## src/rtl/sha256_digest_serializer.sv

```systemverilog
// Serializes a 256-bit SHA-256 digest into 32 big-endian bytes over a valid/ready stream.
// Captures on the rising edge of output_valid; rises while a digest is in flight are dropped and flagged.
module sha256_digest_serializer #(
  parameter int CNT_W = 8
) (
  input  logic             clk,
  input  logic             rst,
  input  logic [255:0]     hash_data,
  input  logic             output_valid,
  output logic [7:0]       out_byte,
  output logic             out_valid,
  input  logic             out_ready,
  output logic             out_first,
  output logic             out_last,
  output logic             busy,
  output logic             overflow,
  output logic [CNT_W-1:0] digest_count
);

  typedef enum logic {IDLE, SEND} state_e;

  state_e             state_q;
  logic [255:0]       data_q, data_d;
  logic [4:0]         idx_q;
  logic               ov_q;
  logic               ovf_q;
  logic [CNT_W-1:0]   cnt_q;
  logic               rise;
  logic               xfer;

  assign rise = output_valid && !ov_q;
  assign xfer = (state_q == SEND) && out_ready;

  // Holding register shifts left on each transfer so the current byte is always the top byte.
  assign data_d = {data_q[247:0], 8'h00};

  always_ff @(posedge clk) begin
    if (rst) begin
      state_q <= IDLE;
      data_q  <= '0;
      idx_q   <= '0;
      ov_q    <= 1'b0;
      ovf_q   <= 1'b0;
      cnt_q   <= '0;
    end else begin
      ov_q <= output_valid;
      case (state_q)
        IDLE: begin
          if (rise) begin
            data_q  <= hash_data;
            idx_q   <= '0;
            state_q <= SEND;
          end
        end
        SEND: begin
          if (rise) ovf_q <= 1'b1;
          if (xfer) begin
            data_q <= data_d;
            idx_q  <= idx_q + 5'd1;
            if (idx_q == 5'd31) begin
              state_q <= IDLE;
              cnt_q   <= cnt_q + 1'b1;
            end
          end
        end
        default: state_q <= IDLE;
      endcase
    end
  end

  assign out_valid    = (state_q == SEND);
  assign busy         = (state_q == SEND);
  assign out_byte     = data_q[255:248];
  assign out_first    = (state_q == SEND) && (idx_q == 5'd0);
  assign out_last     = (state_q == SEND) && (idx_q == 5'd31);
  assign overflow     = ovf_q;
  assign digest_count = cnt_q;

endmodule
```

## config.mk

```make
export PLATFORM = sky130hd
export DESIGN_NAME = sha256_digest_serializer
export DESIGN_NICKNAME = d
export VERILOG_FILES = /design/src/rtl/sha256_digest_serializer.sv
export SDC_FILE = /design/constraint.sdc
export NUM_CORES = 1
export LEC_CHECK = 0
export CORE_UTILIZATION = 40
export CTS_CLUSTER_SIZE = 16
export DETAILED_ROUTE_END_ITERATION = 10
export HOLD_SLACK_MARGIN = 0.15
export PLACE_DENSITY = 0.76
export SETUP_SLACK_MARGIN = 0.5
export SYNTH_ARGS = -nofsm -noshare
export SYNTH_HDL_FRONTEND = slang
export SYNTH_SLANG_ARGS = --single-unit
```

## constraint.sdc

```tcl
create_clock -name clk -period 2.4 [get_ports clk]
set_input_delay 0.48 -clock clk [delete_from_list [all_inputs] [get_ports clk]]
set_output_delay 0.48 -clock clk [all_outputs]
set_load 0.05 [all_outputs]
```

---- After elaboration in Yosys (flattened, before gate mapping) ----
Index checks and enable logic that the tools add are counted.
cells by class
  bitwise operators ....................... 1
  eq/ne operators ......................... 3
  reduce and logical (&&, ||, !) cells .... 9
  multiplexer cells ....................... 10
  add/sub/neg operators ................... 2
operators by type and width
  cell                                                   count
  two-way mux 256 bit                                    2
  one-hot mux 256 bit (2 select lines)                   1
  two-way mux 5 bit                                      2
  one-hot mux 5 bit (2 select lines)                     1
  adder 8 x 1 -> 8 bit, second input constant            1
  adder 5 x 1 -> 5 bit, second input constant            1
  equality test 5 bit, second input constant             1
  zero test 5 bit                                        1
  logical AND 1 bit                                      4
  AND reduction 2 bit                                    2
  two-way mux 1 bit                                      3
  AND reduction 3 bit                                    1
  inequality test 2 x 1 -> 1 bit, second input constant  1
  inequality test 2 bit, second input constant           1
  one-hot mux 1 bit (2 select lines)                     1
  zero test 1 bit                                        1
  NOT 1 bit                                              1
word-level totals
  input bits .............................. 260
  word-level logic and storage cells ...... 31
  register bits after elaboration ......... 272
  output and inout bits ................... 21

---- Depth between registers and ports, before layout ----
Gate-level depths: netlist of run 1.
  depth after elaboration ................. 4
  gate-level depth with buffers ........... 7
  gate-level depth less buffers ........... 6

---- Least setup slack after synthesis of run 1 ----
No wires, ideal clock.
  path kind ............................... reg-to-output
  start point ............................. register state_q (netlist: busy)
  end point ............................... output out_first
  path slack .............................. -890 ps
  arrival time ............................ 2810 ps
  cell stages (with the launch flop) ...... 6
  required time ........................... 1920 ps
  buffers on the path ..................... 3
  path through ............................ dfxtp_1 -> buf_4 -> buf_2 -> buf_2 -> nand2_1 -> nor4_1
between the ends
  word-level cells in the longest chain between the ends .. 1
ends and longest elaborated chain
  what                      line  RTL
  start: declaration        22    state_e state_q;
  start signal: assignment  39    state_q <= IDLE;
  start signal: assignment  52    state_q <= SEND;
  start signal: assignment  61    state_q <= IDLE;
  logical AND 1 bit         74    assign out_first = (state_q == SEND) && (idx_q == 5'd0);
  end: declaration          13    output logic out_first,
No other way between the ends.

---- Worst setup path after layout of run 1 ----
  start point ............................. register idx_q[0]
  end point ............................... output out_last
between the ends
  word-level cells in the longest chain between the ends .. 2
ends and longest elaborated chain
  what                      line  RTL
  start: declaration        24    logic [4:0] idx_q;
  start signal: assignment  59    idx_q <= idx_q + 5'd1;
  equality test 5 bit       75    assign out_last = (state_q == SEND) && (idx_q == 5'd31);
  logical AND 1 bit         75
  end: declaration          14    output logic out_last,
No other way between the ends.

==> out/summary.txt, run 1 <==
worst slew pin tran: 0.6632 ns
slowest CP cell: dfxtp_2
Synth Net Count: 1525
antenna viol nets, final: 0
final worst path period share: 90.86%
total CTS buffers: 29
Final GP Congestion: 0.8677
Die W: 177.8 microns
Worst Path Required: 1.92 ns
count leader, synth: dfxtp_1
clock transition at the registers of the reported paths: 0.06 ns
Post-CTS Hold Fix Bufs: 0
Core Footprint: 0.03003 sq mm
Setup-failing EPs final: 0
Synth top area share: 44.06%
clk root buf: clkbuf_16
Yosys reg bits: 272
residual DRC count: 0
initial core utilization: 41.15%
mean routed wirelength per cell: 18.95 microns
drt pass-1 iters: 8
fmax: 458.6 MHz
Overflow after GRT: 0
PD cells: 727.0 mW/mm^2
Max-Cap Viols: 0
Syn Inst Count: 1261
first-pass GRT wire length: 55.07 mm
Hold WC Path Type: input pin to register
via count: 10573
CTS tree: yes
Seq/Total Area, Yosys: 44.06%
cell leakage power: 5.766 nW
HPWL Detailed: 23.28 mm
CTS max path bufs: 3
IO buf count: 280
Critical Path, Cell by Cell: ha_4, and3_4, ha_4, and2_4, buf_12
num rows: 63
Slew HR: 55.79%
Fillers: 2639
startpoint types: register
GRT Util Overall: 21.70%
Distinct cells, synth: 32
Syn Area/Cell: 9.801 sq um
EDFF count, synth: 0
status: finished, final reports clean
WP data arrival: 1.70 ns
Layout Nets: 1726
Die Span Y: 177.8 microns
kind of critical path: register to output pin
Starting DRT DRC Count: 848
setup_tns: 0 ns
CP Capture Type: output pin
Final Util: 55.03%
Layout area overhead: 33.72%
CTS H-Tree Depth: 1
critical path's largest stage delay: 0.35 ns
Commonest cells post-synth: dfxtp_1, nor3_1, a211oi_1, mux2i_1, buf_2
Mapped Area: 0.01236 sq mm
Max FO, Critical Path: 4
antenna violations before repair: 5
Yosys warning total: 0
Power, Total: 12.01 mW
clock skew: 0.01282 ns
top cell type by total area after synthesis: dfxtp_1
Final Max Tran Viols: 0
clock latency on the worst-skew pair: 0.54 ns
worst vdd rail ir drop: 0.0004836 V
Tmin final: 2.181 ns
most frequent cell on the critical path: ha_4
vias in the first global route: 10319
clk sink count: 272
total wire length: 35.57 mm
layout cells sized above 1: 8.496%
synth top area cells: dfxtp_1, mux2i_1, a211oi_1
CP startpoint: idx_q[0]
FFs w/ async S/R, synth: 0%
DR vias/cell: 5.633
ys flop type: dfxtp_1
largest net degree at the start of global routing: 88
worst r2r src: busy
unrepaired setup endpoints after global routing: true
final hold violation count: 0
Die ar.: 0.03161 sq mm
Worst Hold Launch: rst
# IOs: 281
through the flow:
stage / hold slack (ns) / instances / worst slack [ns] / area, sq um
CTS: 0.4292 / 1873 / 0.1970 / 16510
floorplan: 0.4476 / 1261 / 0.4293 / 12410
finish: 0.4396 / 1877 / 0.2194 / 16530
global route: 0.4719 / 1875 / 0.1685 / 16520
global placement: 0.4530 / 1815 / 0.1741 / 15480
detailed placement: 0.4606 / 1815 / 0.1431 / 15480
critical path: cells and delay by family (launching register included):
kind | cells | cell delay [ns]
buf+inv | 1 | 0.14
simple gates | 2 | 0.34
fa+ha+maj | 2 | 0.33
flops | 1 | 0.35
cell usage in the layout (no fill, tap or decap), types with 2 or more instances in the layout:
cell type	instances
nor3_1	249
inv_1	5
clkbuf_2	3
clkdlybuf4s15_2	10
clkbuf_1	5
clkinv_2	6
nor2_1	5
a211oi_1	247
or4_1	2
xor2_1	2
ha_4	2
mux2i_1	248
or3_1	3
nor2b_1	2
clkbuf_16	29
clkbuf_8	10
nand3_1	15
clkdlybuf4s50_1	258
a21oi_1	18
buf_4	18
buf_6	3
dfxtp_1	269
clkdlybuf4s15_1	3
nand4_1	2
nand2_1	15
and2_4	2
diode_2	4
o31ai_1	2
o21ai_0	2
dfxtp_2	2
buf_12	26
state kept, by name, indices dropped and copies added, names as in the netlist:
name	flops
data_q	256
digest_count	8
idx_q	5
busy	1
ov_q	1
overflow	1
repair_timing:
action | in CTS | in global routing
buffers inserted | 6 | 0
setup endpoints to repair | 55 | 12
pin swaps | 2 | 1
resized for setup | 58 | 7
gates cloned | 0 | 0
worst paths after layout:
check	slack, ns	cells after the start	end
setup / recovery	0.22	5	out_last
hold / removal	0.44	2	digest_count[2]
setup reg to reg	0.55	5	data_q[217]
hold reg to reg	0.47	2	data_q[6]
kinds of logic after synthesis:
family | count (synthesis) | share of synthesized area [%]
adders and majority gates | 4 | 0.4050
buffers and inverters | 158 | 6.671
and+or+nand+nor | 303 | 12.37
AOI/OAI and AO/OA | 272 | 16.11
muxes | 249 | 20.18
DFF | 272 | 44.06
xor gates and xnor gates | 3 | 0.2126
metal layers:
layer / vias to the layer above / GRT usage (%) / wire length [microns]
li1: 5193 / - / -
met1: 5011 / 29.49 / 16230
met2: 331 / 34.39 / 15970
met3: 34 / 5.570 / 2846
met4: 4 / 4.736 / 490
met5: - / 0 / 31
power breakdown:
group | internal, mW | switching, mW
logic | 1.24 | 1.21
registers | 4.99 | 0.269
clock network | 2.49 | 1.81
cell type report:
class,count,area [sq um],area share (%)
tap,390,488.0,2.953
inverter,5,18.77,0.1136
antenna,4,10.01,0.06056
multi-input combinational,831,6187,37.44
clock inverter,9,55.05,0.3331
clock buffer,43,868.3,5.254
timing repair buffer,323,3448,20.86
sequential,272,5451,32.99
No activity file was read; power rests on OpenSTA's default activity.
==> run 2, diff against run 1 <==
- SLEW_MARGIN: unset -> 0
==> results of run 2 <==
No change in the layout: final DEF, timing and power equal those of run 1.
